### config.mk
export PLATFORM = sky130hd
export DESIGN_NAME = calc_alu_seq_flat
export DESIGN_NICKNAME = d
export VERILOG_FILES = /design/src/rtl/calc_pkg.sv /design/src/rtl/calc_alu_seq_if.sv /design/src/rtl/calc_seq_divider.sv /design/src/rtl/calc_alu_seq.sv /design/src/flat_wrapper.sv
export SDC_FILE = /design/constraint.sdc
export NUM_CORES = 1
export LEC_CHECK = 0
export BUFFER_PORTS_ARGS = -buffer_cell sky130_fd_sc_hd__buf_2
export CORE_ASPECT_RATIO = 0.8
export CORE_MARGIN = 4
export CORE_UTILIZATION = 40
export CTS_BUF_LIST = sky130_fd_sc_hd__clkbuf_8 sky130_fd_sc_hd__clkbuf_16
export DETAILED_ROUTE_END_ITERATION = 10
export SYNTH_ARGS = -nofsm -noshare
export SYNTH_HDL_FRONTEND = slang
export SYNTH_SLANG_ARGS = --single-unit
### constraint.sdc
create_clock -name clk -period 3 [get_ports clk]
set_clock_uncertainty 0.15 [all_clocks]
set_input_delay 0.15 -clock clk [delete_from_list [all_inputs] [get_ports clk]]
set_output_delay 0.15 -clock clk [all_outputs]
set_load 0.1 [all_outputs]
### src/rtl/calc_pkg.sv
// Shared calculator definitions: operand widths, operator codes and ALU state encoding.
// The BCD state exists only when CALC_ALU_BCD_EN is defined.
package calc_pkg;

  localparam int W     = 8;
  localparam int RW    = 2 * W;
  localparam int CNT_W = 5;
  localparam int BCD_W = 20;

  localparam logic [7:0] OP_ADD  = 8'h80;
  localparam logic [7:0] OP_SUB  = 8'h81;
  localparam logic [7:0] OP_MUL  = 8'h82;
  localparam logic [7:0] OP_DIV  = 8'h83;
  localparam logic [7:0] OP_MOD  = 8'h84;
  localparam logic [7:0] OP_MOD3 = 8'h85;

  typedef enum logic [2:0] {
    IDLE = 3'd0,
    EXEC = 3'd1,
    ITER = 3'd2,
`ifdef CALC_ALU_BCD_EN
    BCD  = 3'd3,
`endif
    DONE = 3'd4
  } alu_state_t;

  // Double-dabble pre-shift correction: every BCD digit >= 5 gets +3.
  function automatic logic [BCD_W-1:0] bcd_adjust(input logic [BCD_W-1:0] v);
    logic [BCD_W-1:0] r;
    r = v;
    for (int i = 0; i < BCD_W / 4; i++) begin
      if (v[4*i +: 4] >= 4'd5) begin
        r[4*i +: 4] = v[4*i +: 4] + 4'd3;
      end else begin
        r[4*i +: 4] = v[4*i +: 4];
      end
    end
    return r;
  endfunction

endpackage

### src/rtl/calc_alu_seq_if.sv
// Request/result bundle between the stack controller and the sequential ALU.
// The bcd field is present only when CALC_ALU_BCD_EN is defined.
interface calc_alu_seq_if;
  import calc_pkg::*;

  logic             operand_valid;
  logic [W-1:0]     a;
  logic [7:0]       op;
  logic [W-1:0]     b;
  logic             busy;
  logic             done;
  logic [RW-1:0]    result;
  logic             neg;
  logic             err;
  logic             overrun;
`ifdef CALC_ALU_BCD_EN
  logic [BCD_W-1:0] bcd;

  modport master (
    output operand_valid, a, op, b,
    input  busy, done, result, neg, err, overrun, bcd
  );

  modport slave (
    input  operand_valid, a, op, b,
    output busy, done, result, neg, err, overrun, bcd
  );
`else
  modport master (
    output operand_valid, a, op, b,
    input  busy, done, result, neg, err, overrun
  );

  modport slave (
    input  operand_valid, a, op, b,
    output busy, done, result, neg, err, overrun
  );
`endif

endinterface

### src/rtl/calc_seq_divider.sv
// Restoring divider, one quotient bit per cycle for DW cycles after start.
// quotient/remainder present the value after the current cycle's step, so the last step is usable directly.
module calc_seq_divider
  import calc_pkg::*;
#(
  parameter int DW = W
) (
  input  logic          clk,
  input  logic          rst,
  input  logic          start,
  input  logic [DW-1:0] dividend,
  input  logic [DW-1:0] divisor,
  output logic [DW-1:0] quotient,
  output logic [DW-1:0] remainder,
  output logic          done
);

  localparam int CW = $clog2(DW);

  logic          active_r;
  logic [CW-1:0] cnt_r;
  logic [DW-1:0] quo_r;
  logic [DW-1:0] rem_r;
  logic [DW-1:0] dvs_r;
  logic [DW:0]   trial_s;
  logic          fits_s;

  // One restoring step: shift in the next dividend bit and subtract if it fits.
  always_comb begin
    trial_s = {rem_r, quo_r[DW-1]};
    fits_s  = (trial_s >= {1'b0, dvs_r});
    if (fits_s) begin
      remainder = trial_s[DW-1:0] - dvs_r;
    end else begin
      remainder = trial_s[DW-1:0];
    end
    quotient = {quo_r[DW-2:0], fits_s};
  end

  assign done = active_r && (cnt_r == CW'(DW - 1));

  // Engine registers: load on start, then step until the last bit is produced.
  always_ff @(posedge clk or negedge rst) begin
    if (!rst) begin
      active_r <= 1'b0;
      cnt_r    <= {CW{1'b0}};
      quo_r    <= {DW{1'b0}};
      rem_r    <= {DW{1'b0}};
      dvs_r    <= {DW{1'b0}};
    end else if (start) begin
      active_r <= 1'b1;
      cnt_r    <= {CW{1'b0}};
      quo_r    <= dividend;
      rem_r    <= {DW{1'b0}};
      dvs_r    <= divisor;
    end else if (active_r) begin
      quo_r <= quotient;
      rem_r <= remainder;
      if (done) begin
        active_r <= 1'b0;
      end else begin
        cnt_r <= cnt_r + CW'(1);
      end
    end else begin
      active_r <= 1'b0;
    end
  end

endmodule

### src/rtl/calc_alu_seq.sv
// Sequential calculator ALU: single-cycle add/sub, 8-cycle shift-add multiply and restoring divide.
// Define CALC_ALU_BCD_EN to add a 16-cycle double-dabble stage and the bcd output.
module calc_alu_seq
  import calc_pkg::*;
(
  input  logic          clk,
  input  logic          rst,
  calc_alu_seq_if.slave bus
);

`ifdef CALC_ALU_BCD_EN
  localparam alu_state_t FIN_STATE = BCD;
`else
  localparam alu_state_t FIN_STATE = DONE;
`endif

  alu_state_t       state_r;
  alu_state_t       state_nxt_s;
  logic [CNT_W-1:0] cnt_r;
  logic [CNT_W-1:0] cnt_nxt_s;
  logic [W-1:0]     a_r;
  logic [W-1:0]     b_r;
  logic [7:0]       op_r;

  logic [RW-1:0]    mul_acc_r;
  logic [RW-1:0]    mul_mcand_r;
  logic [W-1:0]     mul_mplier_r;
  logic [RW-1:0]    mul_acc_nxt_s;
  logic             mul_load_s;

  logic             div_start_s;
  logic             div_done_s;
  logic [W-1:0]     div_dvs_s;
  logic [W-1:0]     div_quo_s;
  logic [W-1:0]     div_rem_s;
  logic             iter_last_s;

  logic             accept_s;
  logic             fin_s;
  logic [RW-1:0]    fin_res_s;
  logic             fin_neg_s;
  logic             fin_err_s;
  logic             out_load_s;
  logic [RW-1:0]    out_res_s;
  logic             out_neg_s;
  logic             out_err_s;

  logic             busy_r;
  logic             done_r;
  logic [RW-1:0]    result_r;
  logic             neg_r;
  logic             err_r;
  logic             overrun_r;

  assign accept_s      = (state_r == IDLE) && bus.operand_valid;
  assign mul_acc_nxt_s = mul_acc_r + (mul_mplier_r[0] ? mul_mcand_r : {RW{1'b0}});
  assign div_dvs_s     = (op_r == OP_MOD3) ? W'(3) : b_r;
  assign iter_last_s   = (op_r == OP_MUL) ? (cnt_r == CNT_W'(W - 1)) : div_done_s;

  calc_seq_divider #(.DW(W)) u_div (
    .clk       (clk),
    .rst       (rst),
    .start     (div_start_s),
    .dividend  (a_r),
    .divisor   (div_dvs_s),
    .quotient  (div_quo_s),
    .remainder (div_rem_s),
    .done      (div_done_s)
  );

  // Next-state and result-compute logic; fin_s marks the cycle the final value is known.
  always_comb begin
    state_nxt_s = state_r;
    cnt_nxt_s   = cnt_r;
    fin_s       = 1'b0;
    fin_res_s   = {RW{1'b0}};
    fin_neg_s   = 1'b0;
    fin_err_s   = 1'b0;
    mul_load_s  = 1'b0;
    div_start_s = 1'b0;
    case (state_r)
      IDLE: begin
        if (bus.operand_valid) begin
          state_nxt_s = EXEC;
        end else begin
          state_nxt_s = IDLE;
        end
      end
      EXEC: begin
        cnt_nxt_s = {CNT_W{1'b0}};
        case (op_r)
          OP_ADD: begin
            fin_s       = 1'b1;
            fin_res_s   = RW'(a_r) + RW'(b_r);
            state_nxt_s = FIN_STATE;
          end
          OP_SUB: begin
            fin_s       = 1'b1;
            fin_res_s   = RW'(a_r) - RW'(b_r);
            fin_neg_s   = (a_r < b_r);
            state_nxt_s = FIN_STATE;
          end
          OP_MUL: begin
            mul_load_s  = 1'b1;
            state_nxt_s = ITER;
          end
          OP_DIV, OP_MOD: begin
            if (b_r == {W{1'b0}}) begin
              fin_s       = 1'b1;
              fin_res_s   = {RW{1'b1}};
              fin_err_s   = 1'b1;
              state_nxt_s = FIN_STATE;
            end else begin
              div_start_s = 1'b1;
              state_nxt_s = ITER;
            end
          end
          OP_MOD3: begin
            div_start_s = 1'b1;
            state_nxt_s = ITER;
          end
          default: begin
            fin_s       = 1'b1;
            fin_err_s   = 1'b1;
            state_nxt_s = FIN_STATE;
          end
        endcase
      end
      ITER: begin
        if (iter_last_s) begin
          fin_s       = 1'b1;
          cnt_nxt_s   = {CNT_W{1'b0}};
          state_nxt_s = FIN_STATE;
          case (op_r)
            OP_MUL:          fin_res_s = mul_acc_nxt_s;
            OP_DIV:          fin_res_s = {{(RW-W){1'b0}}, div_quo_s};
            OP_MOD, OP_MOD3: fin_res_s = {{(RW-W){1'b0}}, div_rem_s};
            default:         fin_res_s = {RW{1'b0}};
          endcase
        end else begin
          cnt_nxt_s = cnt_r + CNT_W'(1);
        end
      end
`ifdef CALC_ALU_BCD_EN
      BCD: begin
        if (cnt_r == CNT_W'(RW - 1)) begin
          state_nxt_s = DONE;
        end else begin
          cnt_nxt_s = cnt_r + CNT_W'(1);
        end
      end
`endif
      DONE: begin
        state_nxt_s = IDLE;
      end
      default: begin
        state_nxt_s = IDLE;
      end
    endcase
  end

`ifdef CALC_ALU_BCD_EN
  logic [RW-1:0]    hold_res_r;
  logic             hold_neg_r;
  logic             hold_err_r;
  logic [RW-1:0]    dd_bin_r;
  logic [BCD_W-1:0] dd_bcd_r;
  logic [BCD_W-1:0] dd_bcd_nxt_s;
  logic [BCD_W-1:0] dd_adj_s;
  logic [BCD_W-1:0] bcd_r;

  assign dd_adj_s     = bcd_adjust(dd_bcd_r);
  assign dd_bcd_nxt_s = {dd_adj_s[BCD_W-2:0], dd_bin_r[RW-1]};
  assign out_load_s   = (state_r == BCD) && (cnt_r == CNT_W'(RW - 1));
  assign out_res_s    = hold_res_r;
  assign out_neg_s    = hold_neg_r;
  assign out_err_s    = hold_err_r;
  assign bus.bcd      = bcd_r;

  // Result is parked while double-dabble converts it; bcd is published with result.
  always_ff @(posedge clk or negedge rst) begin
    if (!rst) begin
      hold_res_r <= {RW{1'b0}};
      hold_neg_r <= 1'b0;
      hold_err_r <= 1'b0;
      dd_bin_r   <= {RW{1'b0}};
      dd_bcd_r   <= {BCD_W{1'b0}};
      bcd_r      <= {BCD_W{1'b0}};
    end else begin
      if (fin_s) begin
        hold_res_r <= fin_res_s;
        hold_neg_r <= fin_neg_s;
        hold_err_r <= fin_err_s;
        dd_bin_r   <= fin_res_s;
        dd_bcd_r   <= {BCD_W{1'b0}};
      end else if (state_r == BCD) begin
        dd_bin_r <= {dd_bin_r[RW-2:0], 1'b0};
        dd_bcd_r <= dd_bcd_nxt_s;
      end else begin
        dd_bin_r <= dd_bin_r;
      end
      if (out_load_s) begin
        bcd_r <= dd_bcd_nxt_s;
      end else begin
        bcd_r <= bcd_r;
      end
    end
  end
`else
  assign out_load_s = fin_s;
  assign out_res_s  = fin_res_s;
  assign out_neg_s  = fin_neg_s;
  assign out_err_s  = fin_err_s;
`endif

  // FSM state and shared iteration counter.
  always_ff @(posedge clk or negedge rst) begin
    if (!rst) begin
      state_r <= IDLE;
      cnt_r   <= {CNT_W{1'b0}};
    end else begin
      state_r <= state_nxt_s;
      cnt_r   <= cnt_nxt_s;
    end
  end

  // Operands are captured only on an accepted request; dropped requests leave them intact.
  always_ff @(posedge clk or negedge rst) begin
    if (!rst) begin
      a_r  <= {W{1'b0}};
      b_r  <= {W{1'b0}};
      op_r <= 8'h00;
    end else if (accept_s) begin
      a_r  <= bus.a;
      b_r  <= bus.b;
      op_r <= bus.op;
    end else begin
      a_r <= a_r;
    end
  end

  // Shift-add multiplier: multiplicand shifts left, multiplier bits consumed LSB first.
  always_ff @(posedge clk or negedge rst) begin
    if (!rst) begin
      mul_acc_r    <= {RW{1'b0}};
      mul_mcand_r  <= {RW{1'b0}};
      mul_mplier_r <= {W{1'b0}};
    end else if (mul_load_s) begin
      mul_acc_r    <= {RW{1'b0}};
      mul_mcand_r  <= RW'(a_r);
      mul_mplier_r <= b_r;
    end else if (state_r == ITER) begin
      mul_acc_r    <= mul_acc_nxt_s;
      mul_mcand_r  <= {mul_mcand_r[RW-2:0], 1'b0};
      mul_mplier_r <= {1'b0, mul_mplier_r[W-1:1]};
    end else begin
      mul_acc_r <= mul_acc_r;
    end
  end

  // Registered outputs; busy falls on the same edge that raises done.
  always_ff @(posedge clk or negedge rst) begin
    if (!rst) begin
      busy_r    <= 1'b0;
      done_r    <= 1'b0;
      result_r  <= {RW{1'b0}};
      neg_r     <= 1'b0;
      err_r     <= 1'b0;
      overrun_r <= 1'b0;
    end else begin
      done_r <= out_load_s;
      if (accept_s) begin
        busy_r <= 1'b1;
      end else if (out_load_s) begin
        busy_r <= 1'b0;
      end else begin
        busy_r <= busy_r;
      end
      if (out_load_s) begin
        result_r <= out_res_s;
        neg_r    <= out_neg_s;
        err_r    <= out_err_s;
      end else begin
        result_r <= result_r;
      end
      if (bus.operand_valid && (state_r != IDLE)) begin
        overrun_r <= 1'b1;
      end else begin
        overrun_r <= overrun_r;
      end
    end
  end

  assign bus.busy    = busy_r;
  assign bus.done    = done_r;
  assign bus.result  = result_r;
  assign bus.neg     = neg_r;
  assign bus.err     = err_r;
  assign bus.overrun = overrun_r;

endmodule

### src/flat_wrapper.sv
// flat-port wrapper written by rule: the top's interface ports become plain ports
module calc_alu_seq_flat import calc_pkg::*;
  (clk, rst, bus_operand_valid, bus_a, bus_op, bus_b, bus_busy, bus_done, bus_result, bus_neg, bus_err, bus_overrun);
  calc_alu_seq_if bus_i ();
  input  logic clk;
  input  logic rst;
  input wire logic [$bits(bus_i.operand_valid)-1:0] bus_operand_valid;
  input wire logic [$bits(bus_i.a)-1:0] bus_a;
  input wire logic [$bits(bus_i.op)-1:0] bus_op;
  input wire logic [$bits(bus_i.b)-1:0] bus_b;
  output wire logic [$bits(bus_i.busy)-1:0] bus_busy;
  output wire logic [$bits(bus_i.done)-1:0] bus_done;
  output wire logic [$bits(bus_i.result)-1:0] bus_result;
  output wire logic [$bits(bus_i.neg)-1:0] bus_neg;
  output wire logic [$bits(bus_i.err)-1:0] bus_err;
  output wire logic [$bits(bus_i.overrun)-1:0] bus_overrun;
  assign bus_i.operand_valid = bus_operand_valid;
  assign bus_i.a = bus_a;
  assign bus_i.op = bus_op;
  assign bus_i.b = bus_b;
  assign bus_busy = bus_i.busy;
  assign bus_done = bus_i.done;
  assign bus_result = bus_i.result;
  assign bus_neg = bus_i.neg;
  assign bus_err = bus_i.err;
  assign bus_overrun = bus_i.overrun;
  calc_alu_seq u_core (.clk(clk), .rst(rst), .bus(bus_i));
endmodule
### Yosys cells after proc, flatten, opt, wreduce, memory -nomap -nowiden

Cells that the tools add are included.

| storage, ports and cells | value |
|---|---|
| flip-flop bits (word level) | 121 |
| input port bits | 27 |
| output and inout bits | 21 |
| word-level logic and storage cells | 101 |

| cells by class | value |
|---|---|
| $add $sub $neg | 6 |
| $lt $le $gt $ge | 2 |
| eq/ne operators | 12 |
| multiplexer cells | 47 |
| reduce and logical (&&, ||, !) cells | 15 |

Operator list:

| cell | count |
|---|---|
| 2-to-1 mux 16 bit | 7 |
| one-hot mux 16 bit (3 select lines) | 2 |
| 2-to-1 mux 8 bit | 8 |
| equality test 8 bit, second input constant | 6 |
| one-hot mux 16 bit (2 select lines) | 1 |
| adder 16 bit | 1 |
| 2-to-1 mux 1 bit | 16 |
| 2-to-1 mux 3 bit | 5 |
| one-hot mux 5 bit (2 select lines) | 1 |
| adder 8 x 8 -> 9 bit | 1 |
| >= comparator 9 x 8 -> 1 bit | 1 |
| one-hot mux 3 bit (3 select lines) | 1 |
| subtractor 8 x 8 -> 9 bit | 1 |
| zero test 8 bit | 1 |
| < comparator 8 bit | 1 |
| one-hot mux 1 bit (2 select lines) | 4 |
| nonzero test 2 bit | 4 |
| subtractor 8 bit | 1 |
| one-hot mux 3 bit (2 select lines) | 1 |
| OR reduction 2 bit | 3 |
| adder 5 x 1 -> 5 bit, second input constant | 1 |
| equality test 5 x 3 -> 1 bit, second input constant | 1 |
| 2-to-1 mux 5 bit | 1 |
| != test 2 x 1 -> 1 bit, second input constant | 2 |
| other kinds (9) | 11 |

### Longest topological paths before layout

Gate-level depths: netlist of run 1.

| logic depth | value |
|---|---|
| word-level depth | 7 |
| mapped depth | 11 |
| mapped depth without buffers | 11 |

### Cells and area by module

From an unflattened synthesis of run 1, not the netlist that was laid out.

| unflattened totals | value |
|---|---|
| cell total of the unflattened synthesis | 790 |
| area total of the unflattened synthesis | 7395.8 µm² |

By module, submodules not included:

| module | instances | cells each | area each (µm²) | seq. area each (µm²) |
|---|---|---|---|---|
| calc_alu_seq | 1 | 610 | 5651.7 | 2327.2 |
| calc_seq_divider | 1 | 180 | 1744.2 | 700.7 |

### Least setup slack after synthesis of run 1

OpenSTA, ideal clock, no wires.

| timing | value |
|---|---|
| path kind | register -> register |
| start | register u_core.mul_mplier_r[0] |
| end | register u_core.result_r[6], in the netlist u_core.bus.result[6] |
| setup time | 0.087 ns |
| arrival | 2.606 ns |
| required time | 2.763 ns |
| path slack | 0.157 ns |
| stages on the path, launching flop included | 11 |
| buffers on the path | 0 |
| period minus slack after synthesis | 2.843 ns |
| cells stage by stage | dfrtp_1 > and2_1 > ha_1 > fa_1 > a21o_1 > a21oi_1 > o21bai_1 > or4b_2 > a31oi_1 > a211oi_1 > o211ai_1 |

| on the way | value |
|---|---|
| longest elaborated chain between the ends | 5 |

Ends and longest elaborated chain:

| element | RTL line | RTL |
|---|---|---|
| start, declared | calc_alu_seq.sv:27 | `logic [W-1:0] mul_mplier_r;` |
| start signal, assigned | calc_alu_seq.sv:247 | `mul_mplier_r <= {W{1'b0}};` |
| start signal, assigned | calc_alu_seq.sv:251 | `mul_mplier_r <= b_r;` |
| start signal, assigned | calc_alu_seq.sv:255 | `mul_mplier_r <= {1'b0, mul_mplier_r[W-1:1]};` |
| 2-to-1 mux 16 bit | calc_alu_seq.sv:56 | `assign mul_acc_nxt_s = mul_acc_r + (mul_mplier_r[0] ? mul_mcand_r : {RW{1'b0}});` |
| adder 16 bit | calc_alu_seq.sv:56 |  |
| one-hot mux 16 bit (3 select lines) | calc_alu_seq.sv:134 | `case (op_r)` |
| 2-to-1 mux 16 bit | calc_alu_seq.sv:130 | `if (iter_last_s) begin` |
| one-hot mux 16 bit (2 select lines) | calc_alu_seq.sv:81 | `case (state_r)` |
| end signal, assigned | calc_alu_seq.sv:266 | `result_r <= {RW{1'b0}};` |
| end signal, assigned | calc_alu_seq.sv:280 | `result_r <= out_res_s;` |
| end signal, assigned | calc_alu_seq.sv:284 | `result_r <= result_r;` |
| end, declared | calc_alu_seq.sv:50 | `logic [RW-1:0] result_r;` |

Every way passes these cells.
A chain may end at the register's enable or synchronous reset.

### Worst setup path after layout of run 1

| timing | value |
|---|---|
| start | register u_core.mul_mcand_r[0] |
| end | register u_core.result_r[6], in the netlist u_core.bus.result[6] |

| on the way | value |
|---|---|
| longest elaborated chain between the ends | 5 |

Ends and longest elaborated chain:

| element | RTL line | RTL |
|---|---|---|
| start, declared | calc_alu_seq.sv:26 | `logic [RW-1:0] mul_mcand_r;` |
| start signal, assigned | calc_alu_seq.sv:246 | `mul_mcand_r <= {RW{1'b0}};` |
| start signal, assigned | calc_alu_seq.sv:250 | `mul_mcand_r <= RW'(a_r);` |
| start signal, assigned | calc_alu_seq.sv:254 | `mul_mcand_r <= {mul_mcand_r[RW-2:0], 1'b0};` |
| 2-to-1 mux 16 bit | calc_alu_seq.sv:56 |  |
| adder 16 bit | calc_alu_seq.sv:56 |  |
| one-hot mux 16 bit (3 select lines) | calc_alu_seq.sv:134 |  |
| 2-to-1 mux 16 bit | calc_alu_seq.sv:130 |  |
| one-hot mux 16 bit (2 select lines) | calc_alu_seq.sv:81 |  |

Every way passes these cells.

==> results of run 1 <==
[where the power goes]
| group | switching, mW | internal, mW | total (mW) |
|---|---|---|---|
| Combinational | 2.39 | 1.48 | 3.87 |
| Clock | 0.802 | 1.30 | 2.10 |
| Sequential | 0.414 | 2.07 | 2.48 |
[worst reg2reg max path, stage by stage (launching register included)]
cell	delay [ns]
dfrtp_1	0.40
and2_1	0.17
ha_1	0.21
fa_2	0.37
a21o_1	0.17
a21oi_1	0.14
buf_4	0.14
o21bai_1	0.09
or4b_2	0.61
a31oi_1	0.18
a211oi_1	0.07
o211ai_1	0.10
[state kept, by name, indices dropped and copies added (netlist names), 3 cells and up]
name,flops
u_core.bus.result,16
u_core.mul_acc_r,16
u_core.mul_mcand_r,16
u_core.a_r,8
u_core.b_r,8
u_core.mul_mplier_r,8
u_core.op_r,8
u_core.u_div.dvs_r,8
u_core.u_div.quo_r,8
u_core.u_div.rem_r,8
u_core.cnt_r,5
u_core.state_r,3
u_core.u_div.cnt_r,3
[through the flow]
step                std cells  hold slack, ns
CTS                      1093           0.163
finish                   1093           0.140
floorplan                 771          -0.296
global route             1093           0.189
detailed placement       1035          0.0667
global placement         1035          0.0675
[area by class of cell]
class                           count  area (um^2)  share of cell area
Multi-Input combinational cell    582         3960               0.454
Clock buffer                       20          467              0.0536
Timing Repair Buffer              100          713              0.0819
Sequential cell                   121         3030               0.348
Clock inverter                     12          140              0.0161
Inverter                           33          124              0.0142
Tap cell                          225          282              0.0323
[cell families after synthesis]
family	synth area share
DFF	0.418
muxes	0.0658
AOI/OAI and AO/OA	0.190
buffers and inverters	0.0414
xor gates and xnor gates	0.0338
adders and majority gates	0.0836
and+or+nand+nor	0.167
[layer usage]
metal	vias up	part of all wire
met5	-	0
met4	0	0.012
met3	21	0.048
met2	144	0.42
met1	2817	0.51
li1	2936	-
[repair_timing]
item,CTS,global route
gates resized for setup,0,5
endpoints found under the setup margin,0,9
endpoints found under the hold margin,70,0
hold buffers,26,0
[cell usage in the layout (no fill, tap or decap), drive strengths merged, types with 3 or more instances in the layout]
cell type and n:
nand2b 9, a21o 12, o21ai 56, nor4 3, fa 4, clkinv 5
nand4 5, or2 3, o31ai 6, clkbuf 20, nor2 58, mux2 18
o21bai 3, mux2i 27, o21a 5, a22oi 8, nand3 22, dfrtp 121
inv 36, and2 17, a221oi 4, xor2 17, buf 74, nor2b 6
ha 42, a21oi 54, a31oi 14, xnor2 11, dlygate4sd3 26, a221o 7
nor3 8, nand2 100, and3 3, o22ai 8, o211ai 5, a211oi 9
o2bb2ai 6
[how the worst max path moves through the flow]
stage,endpoint,slack (ns),cells after the start
after floorplan,u_core.bus.result[6]$_DFFE_PN0P_,0.16,10
after global placement,u_core.bus.result[13]$_DFFE_PN0P_,0.12,11
after detailed placement,u_core.bus.result[6]$_DFFE_PN0P_,0.07,11
after CTS,u_core.bus.result[6]$_DFFE_PN0P_,0.05,11
after global routing,u_core.bus.result[6]$_DFFE_PN0P_,0.009,11
final,u_core.bus.result[6]$_DFFE_PN0P_,0.10,11
==> reports/results.ini, run 1 <==
[clock_tree]
numClockSinks=121
clk_path_buf_depth=2
cts_buffers=17
cts_root_buf=clkbuf_16
post_cts_buffers=0
htreeDepth=4
clk_pin_slew_ns=0.06
clk_latency_ns=0.42
cts_tree=built

[layout]
fillers=1698
fin_util=0.497
antennaDiodeCount=0
drive_above_1_share=0.179
nets=928
areaGrowthSynthToFinish_pct=20.2
fin_area_um2=8710

[setup_path]
cp_slowest_stage_delay_ns=0.61
ff2ff_setup_slack_ns=0.10
crit_start=u_core.mul_mcand_r[0]$_DFFE_PN0P_
path_class=reg -> reg
required_ns=3.18
crit_family=simple AND/OR/NAND/NOR gates
startpoint_type=flip-flop
cp_cell_sequence=and2_1 -> ha_1 -> fa_2 -> a21o_1 -> a21oi_1 -> buf_4 -> o21bai_1 -> or4b_2 -> a31oi_1 -> a211oi_1 -> o211ai_1
reg2regPathDepth=11
regToRegStartpoint=u_core.mul_mcand_r[0]$_DFFE_PN0P_
crit_arrival_ns=3.08
crit_path_end_kind=flip-flop
path_max_fanout=4
r2r-end=u_core.bus.result[6]$_DFFE_PN0P_
cp_slowest_cell=or4b_2
crit_buf_inv=1

[flow_run]
cap_violations=0

[global_route]
grt_pass1_vias=5797
grt_pass1_wl_um=31600
grt_overflow=0
gr-usage-met3=0.0464
antenna_found_initial=0
grt_util_met2=0.286
grtUsageMet1=0.307
grt.total_usage=0.201
gr-max-usage-layer=met1
grt_max_degree=53

[timing]
post-route-period-util=0.965
max_freq_ghz=0.345
hold_viol=0
tightestPinTransition_ns=0.647
rsz0062_at_grt=false
max_slew_margin=0.569
min_period_ns=2.90
fin_tns_setup_ns=0
maxSlewViolCount=0
setup_slack_ns=0.105
setup_viol_count_final=0

[synthesis]
synth_most_common_cell=dfrtp_1
ys_seq_area_frac=0.418
synth_top_area_frac=0.418
syn_inst=771
avgSynthCellArea_um2=9.40
synth_common_cells=dfrtp_1 (121), nand2_1 (100), nor2_1 (56)
synth_warnings=0
netlist_top_cells_area=dfrtp_1 (42%), ha_1 (7.3%), nand2_1 (5.2%)
syn-num-nets=844
synth_edf_count=0
ys.flop_type=dfrtp_1
ys_types=73
synth_top_area_cell=dfrtp_1
synth-seq-cells=121
ys_async_sr_fraction=1.00
syn-cell-area_um2=7250

[drt]
ant_nets=0
drt_iter0_drc=379
vias=5918
finalWirelength_um=19500
dr.pass1.iters=5
avgViaCountPerCell=5.41
routedWlPerCell_um=17.8
drc_errors=0

[place]
portBuffers=47
post-place-ws_ns=0.0734
hpwl_um=14200
globalplace.congestion=0.971
place_area_um2=7820

[power_and_ir_drop]
power_mw=8.45
powerDensity_nw_per_um2=970
peakVddDrop_uv=534
power_leakage_nw=4.01

[die]
coreArea_um2=17500
die-area_um2=20300
die-height_um=128
num_rows=43
fp.dieW_um=158
pin_count=48
initial_core_util=0.413

[hold_path]
hold_path_class=in -> async

[status]
outcome=finished, final reports clean

Power figures use the tool's default switching activity.
==> run 2, diff against run 1 <==
--- a/config.mk
+++ b/config.mk
@@ -13,4 +13,5 @@
 export DETAILED_ROUTE_END_ITERATION = 10
 export SYNTH_ARGS = -nofsm -noshare
 export SYNTH_HDL_FRONTEND = slang
+export SYNTH_HIERARCHICAL = 1
 export SYNTH_SLANG_ARGS = --single-unit
==> run 2 against run 1 <==
  * Fmax up 0.25%
  * Die area grew 2.0%
  * Clock power barely moved
  * Final cell count up 1.4%
  * Wire length decreased by 0.29%
  * Via count grew 2.7%
  * Combinational power increased by 9.8%
  * Final area increased by 1.7%
  * Sequential cell count unchanged
  * Total power rose by 5.4%
==> reports/results.ini, run 2 <==
[status]
outcome=finished, final reports clean

[clock_tree]
numClockSinks=121
clk_path_buf_depth=2
cts_tree=built
htreeDepth=4
cts_root_buf=clkbuf_16
clk_latency_ns=0.42
clk_pin_slew_ns=0.05
cts_buffers=17

[layout]
final-instance-count-excl-fill=1108
fin_util=0.488
mostFrequentLayoutCell=dfrtp_1
fin_area_um2=8860
areaGrowthSynthToFinish_pct=19.8
drive_above_1_share=0.182
fillers=1727
antennaDiodeCount=0
final_cell_mix=dfrtp_1 (121), nand2_1 (114), o21ai_0 (63)
nets=939

[synthesis]
synth_edf_count=0
syn_inst=790
synth_most_common_cell=dfrtp_1
avgSynthCellArea_um2=9.36
ys.flop_type=dfrtp_1
syn-num-nets=863
synth_top_area_cell=dfrtp_1
synth_common_cells=dfrtp_1 (121), nand2_1 (114), o21ai_0 (63)
ys_seq_area_frac=0.409
synth_top_area_frac=0.409
synth_warnings=6
synth-seq-cells=121
netlist_top_cells_area=dfrtp_1 (41%), ha_1 (7.1%), nand2_1 (5.8%)
ys_types=75
syn-cell-area_um2=7400
ys_async_sr_fraction=1.00

[place]
place_area_um2=7930
post-place-ws_ns=0.0653
portBuffers=47
dp_cells=1048
hpwl_um=14200
globalplace.congestion=0.859

[timing]
max_slew_margin=0.254
setup_slack_ns=0.112
hold_viol=0
max_freq_ghz=0.346
maxSlewViolCount=0
hold_ws_ns=0.192
min_period_ns=2.89
tightestPinTransition_ns=1.12
fin_tns_setup_ns=0
post-route-period-util=0.963
setup_viol_count_final=0

[drt]
avgViaCountPerCell=5.49
finalWirelength_um=19400
vias=6078
dr.pass1.iters=5
routedWlPerCell_um=17.5
drc_errors=0
ant_nets=0
drt_iter0_drc=446

[power_and_ir_drop]
peakVddDrop_uv=467
power_switching_mw=3.75
seqPwrFrac=0.286
powerDensity_nw_per_um2=1010
p_int_mw=5.15
power_frac_clock=0.237
swShare=0.421
power_mw=8.91
power_leakage_nw=4.09
power_frac_comb=0.477

[setup_path]
startpoint_type=flip-flop
crit_arrival_ns=3.03
crit_path_end_kind=flip-flop
path_max_fanout=6
path_class=reg -> reg
required_ns=3.14

[flow_run]
cap_violations=0

[die]
num_rows=44
fp.dieW_um=160
die-area_um2=20700
initial_core_util=0.407
pin_count=48
die-height_um=130
coreArea_um2=18200

[global_route]
grt_pass1_wl_um=31800
antenna_found_initial=0
grt.total_usage=0.195
grt_overflow=0
grt_pass1_vias=5678
grt_max_degree=55

[hold_path]
hold_path_class=in -> async

run 2: cell types whose count changed after synthesis, moves of 8 or more:
| cell | previous run | this run |
|---|---|---|
| a21oi_1 | 52 | 34 |
| a22o_1 | 0 | 10 |
| buf_4 | 0 | 8 |
| mux2i_1 | 27 | 14 |
| nand2_1 | 100 | 114 |
| nor2_1 | 56 | 40 |
| o21ai_0 | 55 | 63 |
run 2: worst max-delay path, stage by stage, from the launching register on:
cell	delay, ns
dfrtp_1	0.39
ha_1	0.36
a21oi_1	0.19
o21ai_2	0.10
a2111oi_4	0.34
buf_4	0.20
mux2_2	0.37
a32oi_1	0.16
o32ai_1	0.12
a211oi_1	0.28
o21ai_1	0.10
run 2: final cells by class:
cell class | instances | area, um^2 | area share
well taps | 230 | 288 | 0.0325
multi-input cells | 585 | 4050 | 0.457
inverters | 37 | 139 | 0.0157
flip-flops and latches | 121 | 3030 | 0.342
repair buffers | 104 | 756 | 0.0853
clock buffers | 21 | 480 | 0.0542
clock inverters | 10 | 125 | 0.0141
run 2: worst paths after layout:
| check | start | end | cells past startpoint | slack (ns) |
|---|---|---|---|---|
| worst max-delay path | u_core/u_div/rem_r[5]$_DFFE_PN0P_ | u_core/bus.result[7]$_DFFE_PN0P_ | 10 | 0.11 |
| worst min register to register | u_core/bus.overrun$_DFFE_PN0P_ | u_core/bus.overrun$_DFFE_PN0P_ | 1 | 0.32 |
| worst min-delay path | rst | u_core/bus.result[15]$_DFFE_PN0P_ | 2 | 0.19 |
| max in group asynchronous | rst | u_core/mul_mcand_r[5]$_DFFE_PN0P_ | 3 | 1.75 |
| worst max register to register | u_core/u_div/rem_r[5]$_DFFE_PN0P_ | u_core/bus.result[7]$_DFFE_PN0P_ | 10 | 0.11 |
| min in group clk | u_core/bus.overrun$_DFFE_PN0P_ | u_core/bus.overrun$_DFFE_PN0P_ | 1 | 0.32 |
run 2: cells by family (layout without fill, tap and decap cells):
family                   count (synthesis)  after routing  share of synthesized area
XOR/XNOR                                25             25                     0.0296
adder cells (fa/ha/maj)                 46             46                     0.0819
AND/OR/NAND/NOR                        258            258                      0.172
buffers and inverters                   84            172                     0.0511
multiplexers                            35             35                     0.0509
flip-flops                             121            121                      0.409
AO/OA/AOI/OAI                          221            221                      0.205
run 2: metal layers:
layer | routed length (um) | track usage | share of wire | vias up
li1 | - | - | - | 2967
met1 | 9960 | 0.301 | 0.51 | 2910
met2 | 8020 | 0.266 | 0.41 | 181
met4 | 253 | 0.0556 | 0.013 | 0
met3 | 1180 | 0.0493 | 0.061 | 20
met5 | 0 | 0 | 0 | -
run 2: what timing repair did:
action / in CTS / in global routing
hold buffers: 26 / 0
resized for setup: 0 / 10
endpoints found under the hold margin: 76 / 0
setup endpoints to repair: 0 / 8
buffers inserted: 0 / 3
run 2: power groups by stage:
stage | Clock, mW | Combinational, mW | Sequential, mW
5_1_grt | 2.23 | 4.69 | 2.61
3_5_place_dp | 0 | 4.07 | 2.57
3_3_place_gp | 0 | 4.05 | 2.56
4_1_cts | 2.15 | 4.13 | 2.54
6_report | 2.11 | 4.25 | 2.54
2_1_floorplan | 0 | 2.89 | 2.69
==> run 3, diff against run 2 <==
--- a/config.mk
+++ b/config.mk
@@ -9,7 +9,7 @@
 export CORE_ASPECT_RATIO = 0.8
 export CORE_MARGIN = 4
 export CORE_UTILIZATION = 40
-export CTS_BUF_LIST = sky130_fd_sc_hd__clkbuf_8 sky130_fd_sc_hd__clkbuf_16
+export CTS_BUF_LIST = sky130_fd_sc_hd__clkbuf_2 sky130_fd_sc_hd__clkbuf_4 sky130_fd_sc_hd__clkbuf_8
 export DETAILED_ROUTE_END_ITERATION = 10
 export SYNTH_ARGS = -nofsm -noshare
 export SYNTH_HDL_FRONTEND = slang
==> run 3 against run 2 <==
  * Clock power fell by 25%
  * Setup slack improved by 0.0075 ns
  * Final cell count did not move
  * Count of clock-buffer cells in the layout rose by 2
  * Critical path type unchanged
  * Wire length fell by 1.4%
  * Critical endpoint unchanged
==> reports/results.ini, run 3 (same netlist as run 2, synthesis figures left out) <==
[global_route]
antenna_found_initial=0
grt_pass1_vias=5586
grt_max_degree=55
grt_overflow=0
grt.total_usage=0.191
grt_pass1_wl_um=31300

[drt]
finalWirelength_um=19100
routedWlPerCell_um=17.3
vias=6041
drc_errors=0
avgViaCountPerCell=5.45
drt_iter0_drc=490
dr.pass1.iters=5
ant_nets=0

[layout]
mostFrequentLayoutCell=dfrtp_1
final_cell_mix=dfrtp_1 (121), nand2_1 (114), o21ai_0 (63)
nets=939
antennaDiodeCount=0
fin_util=0.478
drive_above_1_share=0.185
areaGrowthSynthToFinish_pct=17.3
fin_area_um2=8680
fillers=1762
regArea_um2=3030
multi_input_area_um2=4050

[setup_path]
crit_top_cell=a211oi_1
cp_cell_sequence=inv_1 -> ha_1 -> o211ai_1 -> a211oi_1 -> a2111oi_4 -> buf_4 -> mux2_2 -> a32oi_1 -> o32ai_1 -> a211oi_1 -> o21ai_1
required_ns=3.17
cp_slowest_stage_delay_ns=0.38
path_max_fanout=6
crit_arrival_ns=3.05
cp_slowest_cell=dfrtp_1
path_class=reg -> reg
startpoint_type=flip-flop
crit_path_end_kind=flip-flop

[timing]
tightestPinTransition_ns=1.09
min_period_ns=2.88
maxSlewViolCount=0
setup_slack_ns=0.119
max_slew_margin=0.271
max_freq_ghz=0.347
setup_viol_count_final=0
post-route-period-util=0.960
hold_viol=0
fin_tns_setup_ns=0

[clock_tree]
clk_path_buf_depth=2
clk_pin_slew_ns=0.07
clk_latency_ns=0.45
numClockSinks=121
cts_tree=built
htreeDepth=4
cts_root_buf=clkbuf_8
cts_buffers=17

[power_and_ir_drop]
power_leakage_nw=4.00
p_int_mw=4.69
seqPwrFrac=0.304
peakVddDrop_uv=467
power_frac_clock=0.189
swShare=0.439
power_frac_comb=0.507
powerDensity_nw_per_um2=964
power_mw=8.37
power_switching_mw=3.68

[die]
fp.dieW_um=160
pin_count=48
coreArea_um2=18200
die-area_um2=20700
num_rows=44
initial_core_util=0.407
die-height_um=130

[place]
portBuffers=47
post-place-ws_ns=0.0653
hpwl_um=14200
globalplace.congestion=0.859
place_area_um2=7930

[status]
outcome=finished, final reports clean

[hold_path]
hold_path_class=in -> async

[flow_run]
cap_violations=0

[run 3: cell count changes in the layout (fill, tap and decap cells not counted)]
| cell | change |
|---|---|
| clkbuf_16 | -17 |
| clkbuf_4 | +2 |
| clkbuf_8 | +17 |
| inv_1 | -2 |
[run 3: layout make-up]
type / count / share of cell area
multi-input cells: 585 / 0.466
flip-flops and latches: 121 / 0.349
repair buffers: 104 / 0.0871
clock buffers: 23 / 0.0350
well taps: 230 / 0.0332
inverters: 37 / 0.0160
clock inverters: 8 / 0.0136
[run 3: what timing repair did]
item                                   CTS  global route
hold buffers                            26             0
resized for setup                        0            10
endpoints found under the hold margin   76             0
setup endpoints to repair                0             8
setup buffers                            0             3
[run 3: through the flow]
stage               hold WS [ns]  instances
detailed placement         0.117       1048
global route               0.206       1108
global placement           0.112       1048
finish                     0.151       1108
CTS                        0.170       1105
floorplan                 -0.296        790
[run 3: routing by layer]
metal	global-route usage	wire [um]
met1	0.300	9980
met2	0.256	7720
met3	0.0547	1190
met4	0.0435	257
met5	0	0
[run 3: worst paths after layout]
| kind | from | end | slack (ns) | cells past startpoint |
|---|---|---|---|---|
| min reg2reg | u_core/bus.overrun$_DFFE_PN0P_ | u_core/bus.overrun$_DFFE_PN0P_ | 0.32 | 1 |
| max in group asynchronous | rst | u_core/mul_mcand_r[5]$_DFFE_PN0P_ | 1.78 | 3 |
| max | u_core/u_div/quo_r[7]$_DFFE_PN0P_ | u_core/bus.result[7]$_DFFE_PN0P_ | 0.12 | 11 |
| min in group clk | bus_b[1] | u_core/b_r[1]$_DFFE_PN0P_ | 0.30 | 4 |
| min | rst | u_core/bus.result[15]$_DFFE_PN0P_ | 0.15 | 2 |
| max reg2reg | u_core/u_div/quo_r[7]$_DFFE_PN0P_ | u_core/bus.result[7]$_DFFE_PN0P_ | 0.12 | 11 |
[run 3: power by group through the flow]
| stage | Combinational [mW] | Sequential [mW] | Clock [mW] |
|---|---|---|---|
| 6_report | 4.24 | 2.54 | 1.58 |
| 3_3_place_gp | 4.05 | 2.56 | 0 |
| 3_5_place_dp | 4.07 | 2.57 | 0 |
| 2_1_floorplan | 2.89 | 2.69 | 0 |
| 5_1_grt | 4.67 | 2.61 | 1.70 |
| 4_1_cts | 4.11 | 2.54 | 1.62 |
[run 3: critical path: cells and delay by family, from the launching register on]
family	cells	cell delay [ns]
adders and majority gates	1	0.33
muxes	1	0.36
buffers and inverters	2	0.27
DFF	1	0.38
AOI/OAI and AO/OA	7	1.26
